<file path="src/rtl/logic_sweep_unit.sv">
// Registered lane-wise evaluator for four 3-input Boolean functions, with a
// self-sweep engine that captures the truth table and checks it against a golden table.
module logic_sweep_unit #(
   parameter int WIDTH = 4
) (
   input  logic             clk,
   input  logic             rst_n,
   input  logic [1:0]       mode,
   input  logic             in_valid,
   input  logic [WIDTH-1:0] in_a,
   input  logic [WIDTH-1:0] in_b,
   input  logic [WIDTH-1:0] in_c,
   output logic             in_ready,
   output logic             out_valid,
   output logic [WIDTH-1:0] out_x,
   input  logic             start,
   output logic             busy,
   output logic             done,
   output logic [7:0]       truth_table,
   output logic             pass
);

   typedef enum logic [1:0] {IDLE, SWEEP, CHECK} state_t;

   state_t     state;
   logic [2:0] idx;
   logic [1:0] mode_q;
   logic       mismatch;

   function automatic logic [WIDTH-1:0] eval_fn(input logic [1:0] m,
                                                input logic [WIDTH-1:0] a,
                                                input logic [WIDTH-1:0] b,
                                                input logic [WIDTH-1:0] c);
      case (m)
         2'b00:   return a & (b | c);
         2'b01:   return a | (b & c);
         2'b10:   return a ^ (b | c);
         default: return (a & b) | (a & c) | (b & c);
      endcase
   endfunction

   function automatic logic [7:0] gold_fn(input logic [1:0] m);
      case (m)
         2'b00:   return 8'hE0;
         2'b01:   return 8'hF8;
         2'b10:   return 8'h1E;
         default: return 8'hE8;
      endcase
   endfunction

   // Every lane sees the same sweep point, so any disagreement with lane 0 is a lane fault.
   logic [WIDTH-1:0] sweep_res;
   logic             lane_diff;
   logic [7:0]       tt_next;

   always_comb begin
      // NOTE: assign every combinational output a default first so no path leaves it unassigned (no latch).
      tt_next   = truth_table;
      sweep_res = eval_fn(mode_q, {WIDTH{idx[2]}}, {WIDTH{idx[1]}}, {WIDTH{idx[0]}});
      lane_diff = (sweep_res != {WIDTH{sweep_res[0]}});
      tt_next[idx] = sweep_res[0];
   end

   // Gated by rst_n so the port reads 0 while reset is held.
   assign in_ready = rst_n && (state == IDLE);

   // NOTE: sequential state uses non-blocking assignments so all registers update from pre-edge values.
   always_ff @(posedge clk or negedge rst_n) begin
      if (!rst_n) begin
         state       <= IDLE;
         idx         <= 3'd0;
         mode_q      <= 2'b00;
         mismatch    <= 1'b0;
         truth_table <= 8'h00;
         pass        <= 1'b0;
         done        <= 1'b0;
         busy        <= 1'b0;
         out_valid   <= 1'b0;
         out_x       <= '0;
      end else begin
         done      <= 1'b0;
         out_valid <= 1'b0;
         case (state)
            IDLE: begin
               if (in_valid) begin
                  out_valid <= 1'b1;
                  out_x     <= eval_fn(mode, in_a, in_b, in_c);
               end
               if (start) begin
                  state       <= SWEEP;
                  mode_q      <= mode;
                  idx         <= 3'd0;
                  truth_table <= 8'h00;
                  pass        <= 1'b0;
                  mismatch    <= 1'b0;
                  busy        <= 1'b1;
               end
            end
            SWEEP: begin
               truth_table <= tt_next;
               mismatch    <= mismatch | lane_diff;
               idx         <= idx + 3'd1;
               // Verdict uses the table including this final write.
               if (idx == 3'd7) begin
                  state <= CHECK;
                  done  <= 1'b1;
                  pass  <= (tt_next == gold_fn(mode_q)) && !(mismatch || lane_diff);
               end
            end
            CHECK: begin
               state <= IDLE;
               busy  <= 1'b0;
            end
            default: state <= IDLE;
         endcase
      end
   end

endmodule
</file>
<file path="config.mk">
export PLATFORM = sky130hd
export DESIGN_NAME = logic_sweep_unit
export DESIGN_NICKNAME = d
export VERILOG_FILES = /design/src/rtl/logic_sweep_unit.sv
export SDC_FILE = /design/constraint.sdc
export NUM_CORES = 1
export LEC_CHECK = 0
export CORE_MARGIN = 2
export CORE_UTILIZATION = 35
export DETAILED_ROUTE_END_ITERATION = 10
export SETUP_SLACK_MARGIN = 0.02
export SLEW_MARGIN = 10
export SYNTH_ARGS = -nofsm -noshare
export SYNTH_HDL_FRONTEND = slang
export SYNTH_SLANG_ARGS = --single-unit
</file>
<file path="constraint.sdc">
create_clock -name clk -period 3.5 [get_ports clk]
set_input_delay 0.875 -clock clk [delete_from_list [all_inputs] [get_ports clk]]
set_output_delay 0.875 -clock clk [all_outputs]
set_load 0.05 [all_outputs]
</file>
# After elaboration in Yosys (flattened, before gate mapping)
# Index checks and enable logic that the tools add are counted.
# totals
regBits	24
in_bits	18
word_cells	84
# classes
addsub	1
n_lt_le_gt_ge	2
n_eq_ne	11
muxes	25
bitwise	19
reduce_logical	16
# op_table
op	n
AND 4 bit	8
OR 4 bit	8
two-way mux 8 bit	3
one-hot mux 4 bit (3 select lines)	2
one-hot mux 8 bit (3 select lines)	1
one-hot mux 8 bit (2 select lines)	1
AND reduction 2 bit	5
bitwise mux 8 bit	1
equality test 8 bit	1
two-way mux 1 bit	8
bitwise XOR 4 bit	2
equality test 2 x 1 -> 1 bit (second input constant)	3
equality test 2 bit (second input constant)	3
zero test 2 bit	3
one-hot mux 1 bit (2 select lines)	3
one-hot mux 3 bit (2 select lines)	1
less-than comparator 3 x 4 -> 1 bit (second input constant)	1
two-way mux 2 bit	2
!= test 2 bit (second input constant)	2
one-hot mux 2 bit (2 select lines)	1
nonzero test 2 bit	2
adder 3 x 1 -> 3 bit (second input constant)	1
demux 1 bit (select 3 bit)	1
equality test 3 bit (second input constant)	1
8 further kinds	10

# Depth between registers and ports, before layout
# logic_depth
depth_word	10
ltp_mapped	11
mapped_depth_nobuf	10

# Least setup slack after synthesis
# Ideal clock, no wire load.
# synth_timing
path_type	register to register
from	reg idx[1]
to	reg pass
setup_time_ns	0.104
t_arrival_ns	2.302
t_required_ns	3.396
setup_slack_ns	1.094
path_stages_with_launch	12
n_path_buf	1
synth_period_minus_slack_ns	2.406
cell_sequence	dfrtp_1 > buf_2 > inv_1 > ha_1 > inv_1 > ha_1 > a22o_1 > a211o_1 > and2_1 > nor4bb_1 > a31oi_1 > o41ai_2
# synth_between
elab_chain_cells	10
# synth_lines
element	line_no	source
from (decl)	26	logic [2:0] idx;
from (signal assigned)	102	idx <= idx + 3'd1;
branches (longest 10 deep; another with less-than comparator 3 x 4 -> 1 bit)	n/a	
to (signal assigned)	107	pass <= (tt_next == gold_fn(mode_q)) && !(mismatch || lane_diff);
to (decl)	20	output logic pass
# Parallel ways; which one is timed is not known. The select of a mux whose other input is x is not followed.
# A chain may end at the register's enable or synchronous reset.

# Worst setup path after layout
# layout_timing
from	reg idx[0]
to	reg pass
# The elaborated chain is that of the path after synthesis.

==> results.json <==
{
  "ys.warnings.count": 0,
  "fin_nets": 234,
  "max_clock_freq_ghz": 0.366,
  "ctsRootBufferMaster": "clkbuf_8",
  "timing.rr.end": "pass",
  "fp-row-count": 24,
  "num_vias": 1334,
  "synth-main-ff-cell": "dfrtp_1",
  "yosysMostFrequentCell": "dfrtp_1",
  "gp_congestion": 0.827,
  "finalSetupViolCount": 0,
  "core_region_area_sq_um": 4320,
  "cp_cell_sequence": "inv_4 -> ha_1 -> inv_1 -> ha_1 -> a22o_1 -> a21o_1 -> mux2i_1 -> nor4bb_1 -> a31oi_1 -> o41ai_2",
  "cpPeakStageDelay_ps": 610,
  "hold_viol_final": 0,
  "r2r_start": "idx[0]",
  "critPathSlowestCell": "dfrtp_1",
  "diodes": 0,
  "htree_levels": 1,
  "rsz0062_at_grt": "no",
  "startpoint": "idx[0]",
  "skew_ps": 6.47,
  "cp_top_family": "compound AO/OA/AOI/OAI gates",
  "drc": 0,
  "critical_path_buf_inv_count": 2,
  "vdd_drop_max_uv": 453,
  "fp.dieW_microns": 71.0,
  "fillers": 424,
  "numCtsBuffers": 3,
  "min_period_over_period_pct": 78.1,
  "crit_top_cell": "ha_1",
  "cap_violations": 0,
  "syn_area_per_cell_sq_um": 9.24,
  "dp.cells": 251,
  "yosys-top-cells-count": "24 x dfrtp_1, 16 x a21oi_1, 16 x nor2_1",
  "setup_tns_ps": 0,
  "yosysTopAreaCellShare_pct": 38.2,
  "fin_area_sq_um": 2030,
  "fin_util_pct": 47.0,
  "first_iter_violations": 61,
  "path_depth": 10,
  "critical_path_arrival_ps": 2920,
  "hpwlAfterDp_microns": 2790,
  "fin_hold_ws_ps": 488,
  "portBuffers": 34,
  "p_leak_uw": 0.000915,
  "overflow": 0,
  "reg2reg_depth": 10,
  "synth.distinct_cells": 43,
  "tightest_slew_ps": 631,
  "layoutNonFillerInstCount": 255,
  "grt_pass1_vias": 1379,
  "yosys-top-cells-area": "dfrtp_1 38%, ha_1 9.6%, a21oi_1 5.1%",
  "holdCritPathClass": "reg2reg",
  "die_h_microns": 71.0,
  "grt_max_degree": 25,
  "slew_headroom_pct": 57.5,
  "async_flop_share_pct": 100,
  "crit_type": "reg2reg",
  "routed_wl_microns": 3700,
  "period_minus_slack_ps": 2730,
  "syn_to_final_growth_pct": 29.5,
  "cts.path.max_buffers": 2,
  "crit_end": "pass",
  "die-area_sq_um": 5040,
  "vias_per_cell": 5.23,
  "synth_enable_flop_cells": 0,
  "cts_tree": "done",
  "drt.antenna.violating_nets": 0,
  "crit_required_ps": 3690,
  "wl_per_cell_microns": 14.5,
  "slew_violations": 0,
  "hold_buffers": 0,
  "synth_area_sq_um": 1570,
  "status": "finished, final reports clean",
  "rrSetupSlack_ps": 770,
  "worstPathMaxFanout": 11,
  "dr.pass1.iters": 4,
  "path_clk_slew_ps": 100,
  "initial_utilization_pct": 36.3,
  "cts_sinks": 24,
  "ios": 35,
  "cellPowerDensity_nw_per_um2": 938,
  "cts_setup_buffers": 0,
  "grt_usage_pct": 16.1,
  "layout-drive-gt1-share_pct": 8.37,
  "cts_resized": 0,
  "syn-num-nets": 200,
  "synth_cells": 170,
  "endpoint_kind": "register",
  "yosysSeqAreaShare_pct": 38.2,
  "ys_seq_elements": 24,
  "synth_top_area_cell": "dfrtp_1",
  "place_area_sq_um": 1960,
  "antenna_found_initial": 0,
  "insertion_delay_ps": 280,
  "cp-start-kind": "register",
  "grt_pass1_wl_microns": 6350
}
==> cells by family after synthesis <==
logic type                 count (synthesis)  share of synthesized area [%]
xor gates and xnor gates                   3                           1.67
adders and majority gates                 12                           9.56
DFF                                       24                           38.2
and+or+nand+nor                           53                           17.6
muxes                                      9                           6.21
buffers and inverters                     19                           5.50
AOI/OAI and AO/OA                         50                           21.2
==> stage by stage <==
stage / setup slack, ps / power, uW
after floorplan: 1090 / 1340
final: 768 / 1910
after global placement: 860 / 1620
after detailed placement: 841 / 1650
after CTS: 796 / 1910
after global routing: 616 / 2040
==> routing by layer <==
| layer | up-vias | wire length [microns] | global-route usage (%) |
|---|---|---|---|
| met5 | - | 0 | 0 |
| met4 | 0 | 95 | 7.34 |
| met3 | 9 | 153 | 4.13 |
| met2 | 31 | 1770 | 26.5 |
| met1 | 624 | 1670 | 19.7 |
| li1 | 670 | - | - |
==> flip-flops by register name, summed over array words and instances (netlist names) <==
register / count
busy: 1
done: 1
idx: 3
mismatch: 1
mode_q: 2
out_valid: 1
out_x: 4
pass: 1
state: 2
truth_table: 8
==> power by group <==
part	leakage (uW)	switching [uW]	internal, uW	total, uW
combinational	0.000576	681	452	1130
clock	0.0000357	102	153	255
sequential	0.000303	137	383	520
==> worst min-delay path by stage <==
stage,cells past startpoint,slack (ps),start,endpoint
floorplan,1,440,mismatch,mismatch
CTS,1,490,mismatch,mismatch
global placement,1,460,mismatch,mismatch
finish,1,490,mismatch,mismatch
detailed placement,1,470,mismatch,mismatch
global route,1,520,mismatch,mismatch
==> cell usage in the layout, fill, tap and decap left out, types with 2 or more instances in the layout <==
cell              n
buf_4             2
nor2_1           16
mux2_2            2
nand2b_1          4
nand2_1          15
xor2_1            3
inv_1            11
ha_1             12
o211ai_1          2
dfrtp_1          24
a22o_1            8
clkbuf_8          3
nand3b_1          2
mux2i_1           6
a31oi_1           2
a21oi_1          16
and2_1            5
o21ai_0          10
o41ai_2           2
o21ai_1           3
clkdlybuf4s50_1  33
==> cell type report <==
| class | instances | area (sq um) | area share, % |
|---|---|---|---|
| Clock buffer | 3 | 41.3 | 2.03 |
| Clock inverter | 1 | 30.0 | 1.48 |
| Inverter | 12 | 47.5 | 2.34 |
| Multi-Input combinational cell | 127 | 883 | 43.4 |
| Sequential cell | 24 | 601 | 29.5 |
| Tap cell | 52 | 65.1 | 3.20 |
| Timing Repair Buffer | 36 | 365 | 18.0 |
(Power assumes the default switching activity.)
==> patch 1 (same settings) <==
The parameter `WIDTH` goes from 4 to 6.
--- a/src/rtl/logic_sweep_unit.sv
+++ b/src/rtl/logic_sweep_unit.sv
@@ -3,3 +3,3 @@
 module logic_sweep_unit #(
-   parameter int WIDTH = 4
+   parameter int WIDTH = 6
 ) (
Ports: changed (resized in_a, in_b, in_c and out_x); port bits go from 35 to 43. No check against the original RTL was run, so the function may have changed too.
==> patch 1 against the original RTL <==
Via count rose by 7.3%; final area grew 10%; worst setup slack gained 0.091 ns; power grew 3.6%; routed wire length grew 2.3%; sequential cell count up 2; synthesized area rose by 8.3%; global-route usage decreased by 1.2 points; first-iteration DRC count decreased by 3.3%; clock skew shrank 0.0028 ns; critical path type is now primary input to output pin; highest routed layer unchanged.
==> patch 1: results (changes against the original RTL) <==
Status
  – Outcome: finished clean

Min path
  – Worst Hold Depth: 2 (+1)
  – Startpoint of the worst hold path: out_x[2]
  – End point of the worst hold path: out_x[2]

Logic synthesis
  – Mux cell area share after synthesis: 0.06181 (-0.0003412)
  – Net count after synthesis: 224 (+12%)
  – Library cells used by synthesis: 39 (-9.3%)
  – Most area-consuming cells after synthesis: sky130_fd_sc_hd__dfrtp_1 (38%), sky130_fd_sc_hd__ha_1 (10%), sky130_fd_sc_hd__a21oi_1 (5.6%), sky130_fd_sc_hd__o21ai_0 (5.6%), sky130_fd_sc_hd__a22o_1 (3.6%)
  – Arithmetic-cell share of the synthesized area counting full adders, half adders and majority gates: 0.1030 (+0.007399)
  – Syn Area/Cell: 9.142 um^2 (-1.0%)
  – Compound-Gate Fraction of Synth Area: 0.2252 (+0.01321)

Critical path
  – Cell with the biggest individual delay on the critical path: sky130_fd_sc_hd__clkdlybuf4s50_1
  – Crit path capture: in_ready
  – R2R Setup Slk: 0.93 ns (+0.16 ns)
  – Crit. Startpoint: rst_n
  – Delay of the slowest cell on the worst path: 0.54 ns (-0.07 ns)
  – Arrival time reported for the critical path endpoint: 1.77 ns (-1.15 ns)
  – Cell class contributing the biggest share of worst-path delay: buffers and inverters
  – CP Max Fanout: 2 (-9)
  – Reg2Reg Launch Point: idx[0]

Place
  – Count of input and output buffers: 42 (+24%)
  – Total half-perimeter wirelength after legalization and detailed placement: 2.852 mm (+2.2%)
  – Pre-CTS WS: 0.8492 ns (+0.008278 ns)
  – Final weighted congestion of routability-driven global placement: 0.7482 (-9.5%)

GRT
  – Largest net degree at the start of global routing: 27 (+8.0%)
  – Overall track demand over capacity in global routing: 0.1487 (-0.01184)
  – Number of antenna violations at the first check in global routing: 0 (unchanged)
  – Met2 track demand over resource in global routing: 0.2401 (-0.02472)
  – First-pass GRT wire length: 6.244 mm (-1.6%)
  – Via count of the first global-routing pass: 1,308 (-5.1%)
  – Met3 Resource Use GR: 0.03429 (-0.007017)

Drt
  – Routed wirelength normalized by instance count: 13.50 um (-6.9%)
  – Met2 wire length: 1.765 mm (-0.34%)
  – Violation count after the first detailed-route iteration: 59 (-3.3%)
  – Total length of routed wires: 3.779 mm (+2.3%)
  – DR vias/cell: 5.111 (-2.3%)
  – Met3 wirelength from detailed routing: 226 um (+48%)
  – Met1 Wirelength: 1.759 mm (+5.1%)

Final layout
  – Regs by FF count: truth_table x8, out_x x6, idx x3
  – Layout cell share with drive strength beyond 1: 0.09292 (+0.009177)
  – NumNets Final: 265 (+13%)

Timing
  – Highest clock frequency the design can meet: 378.7 MHz (+3.4%)
  – Worst slew margin relative to its limit: 0.6168 (+0.04229)
  – Fin Clk Skew: 0.003631 ns (-0.002839 ns)
  – Worst hold slack across all endpoints: 0.4822 ns (-0.006157 ns)

Power
  – Leakage power figure: 0.0009776 uW (+6.9%)
  – Worst VDD drop: 0.0002907 V (-36%)
[patch 1: metrics by stage]
step | area (um^2) | util
after floorplan | 1700 | -
after global placement | 2167 | 0.4619
after detailed placement | 2167 | 0.4619
after CTS | 2238 | 0.4771
after global routing | 2238 | 0.4771
final | 2238 | 0.4771
[patch 1: power by group through the flow]
stage                     Sequential, uW  Clock, uW  Combinational, uW
after detailed placement             565          0               1160
final                                558        256               1160
after global placement               562          0               1160
after floorplan                      767          0                634
after CTS                            560        265               1170
after global routing                 581        273               1270
[patch 1: tightest hold or removal path, delay by kind of cell (launching register included)]
kind | cells | cell delay, ns
flops | 1 | 0.35
compound gates | 1 | 0.06
simple gates | 1 | 0.04
[patch 1: layout make-up]
type                            count  area, um^2
Timing Repair Buffer               44       445.4
Clock buffer                        3       41.29
Fill cell                         455        2454
Tap cell                           54       67.56
Inverter                           13       48.80
Sequential cell                    26       650.6
Clock inverter                      1       30.03
Multi-Input combinational cell    139       954.7
==> patch 2 (same flow settings) <==
Made on the original files. Make the reset (`rst_n`) synchronous in one clocked block.
--- a/src/rtl/logic_sweep_unit.sv
+++ b/src/rtl/logic_sweep_unit.sv
@@ -67,3 +67,3 @@
    // NOTE: sequential state uses non-blocking assignments so all registers update from pre-edge values.
-   always_ff @(posedge clk or negedge rst_n) begin
+   always_ff @(posedge clk) begin
       if (!rst_n) begin
Behaviour: differs if rst_n is asserted again (counterexample within 4 cycles, from zero or initial values and one cycle with rst_n low); with rst_n held inactive, the same outputs for 10 cycles.
==> patch 2 against the original RTL <==
Routed wire length is 0.70% lower; final area rose by 1.8%; global-route usage fell by 0.76 points; core utilization is 0.11 points lower; register-to-register slack better by 0.27 ns; sequential cell count unchanged; maximum frequency is 7.9% higher; hold slack improved by 0.0098 ns; synthesized area up 3.6%; worst setup slack improved by 0.20 ns; via count increased by 9.7%; critical path type is now primary input to output pin.
Power is not compared: it rests on default switching activity, and its combinational part moved more than twofold at a synthesized area within 25%.
==> patch 2: results (changes against the original RTL) <==
Logic synthesis
  – Compound-Gate Fraction of Synth Area: 0.2531 (+0.04112)
  – Fraction of the yosys area taken by sequential cells: 0.2954 (-0.08709)
  – Arithmetic-cell share of the synthesized area counting full adders, half adders and majority gates: 0.09231 (-0.003310)
  – Mux cell area share after synthesis: 0.05846 (-0.003690)
  – Share of synthesized registers carrying an async set or reset: 0 (-1.000)
  – Syn Area/Cell: 8.174 um^2 (-12%)
  – Most area-consuming cells after synthesis: sky130_fd_sc_hd__dfxtp_1 (30%), sky130_fd_sc_hd__ha_1 (9.2%), sky130_fd_sc_hd__o21ai_0 (5.5%), sky130_fd_sc_hd__a21oi_1 (5.2%), sky130_fd_sc_hd__mux2i_1 (4.9%)
  – Net count after synthesis: 229 (+14%)
  – Top cells by count, synth: sky130_fd_sc_hd__dfxtp_1 (24), sky130_fd_sc_hd__o21ai_0 (18), sky130_fd_sc_hd__a21oi_1 (17), sky130_fd_sc_hd__nand2_1 (17), sky130_fd_sc_hd__nor2_1 (14)
  – Xor-xnor portion of the synthesized cell area: 0 (-0.01673)

Place
  – Total half-perimeter wirelength after legalization and detailed placement: 2.711 mm (-2.9%)
  – Final weighted congestion of routability-driven global placement: 0.8086 (-2.2%)

Final layout
  – Layout cell share with drive strength beyond 1: 0.08696 (+0.003213)
  – Layout fillers: 452 (+6.6%)
  – Regs by FF count: truth_table x8, out_x x4, idx x3
  – NumNets Final: 261 (+12%)
  – Non-filler cells in the finished layout: 282 (+11%)

Critical path
  – Cell with the biggest individual delay on the critical path: sky130_fd_sc_hd__clkdlybuf4s50_1
  – Cell class contributing the biggest share of worst-path delay: buffers and inverters
  – CP Max Fanout: 2 (-9)
  – Delay of the slowest cell on the worst path: 0.46 ns (-0.15 ns)
  – Arrival time reported for the critical path endpoint: 1.66 ns (-1.26 ns)

Drt
  – DR vias/cell: 5.191 (-0.76%)
  – Met1 Wirelength: 1.866 mm (+11%)
  – Violation count after the first detailed-route iteration: 59 (-3.3%)
  – Uppermost routed layer: met4
  – Routed wirelength normalized by instance count: 13.01 um (-10%)
  – Met2 wire length: 1.688 mm (-4.7%)
  – Met3 wirelength from detailed routing: 97 um (-37%)

Clocking
  – Post-CTS Setup Inserts: 0 (unchanged)
  – Number of resized instances in the post-cts repair step: 0 (unchanged)
  – Maximum buffer depth of the clock tree: 2 (unchanged)

Timing
  – Fin Clk Skew: 0.003907 ns (-0.002562 ns)
  – Actual slew at the worst max-slew pin: 0.6309 ns (-0.0004088 ns)

GRT
  – Number of antenna violations at the first check in global routing: 0 (unchanged)
  – First-pass GRT wire length: 6.430 mm (+1.3%)
  – Overall track demand over capacity in global routing: 0.1529 (-0.007581)
  – Via count of the first global-routing pass: 1,409 (+2.2%)

Status
  – Outcome: finished clean
patch 2: logic make-up (layout without fill, tap and decap cells):
| logic type | count (synthesis) | after routing |
|---|---|---|
| AOI/OAI and AO/OA | 61 | 61 |
| adders and majority gates | 12 | 12 |
| buffers and inverters | 21 | 52 |
| DFF | 24 | 24 |
| muxes | 9 | 9 |
| and+or+nand+nor | 72 | 72 |
patch 2: per-layer routing:
layer  vias to the layer above  global-route usage
met1                       667              0.2087
met4                         0             0.03145
met2                        21              0.2508
li1                        774                   -
met3                         2             0.03056
met5                         -                   0
patch 2: path summary, 6_finish.rpt:
| kind | startpoint | to | slack (ns) | depth (start not counted) |
|---|---|---|---|---|
| worst max-delay path | rst_n | in_ready | 0.97 | 3 |
| worst min-delay path | mismatch | mismatch | 0.50 | 1 |
| worst max register to register | idx[1] | pass | 1.04 | 10 |
| worst min register to register | mismatch | mismatch | 0.50 | 1 |
patch 2: report_power, final:
group	internal (uW)	leakage [uW]	switching, uW
clock	153	0.0000357	95.1
sequential	281	0.000195	9.50
combinational	60.2	0.000545	75.5
patch 2: layout make-up:
class / instances / area share
clock buffers: 3 / 0.01994
clock inverters: 1 / 0.01450
inverters: 13 / 0.02356
multi-input cells: 154 / 0.5057
flip-flops and latches: 24 / 0.2320
well taps: 52 / 0.03142
repair buffers: 35 / 0.1728
patch 2: stage by stage:
step                cell area (um^2)  power [uW]  hold slack, ns
floorplan                       1627       383.8          0.4609
global placement                1999       431.7          0.4756
detailed placement              1999       432.1          0.4866
CTS                             2071       684.2          0.5030
global route                    2071       711.4          0.5400
finish                          2071       674.1          0.4981
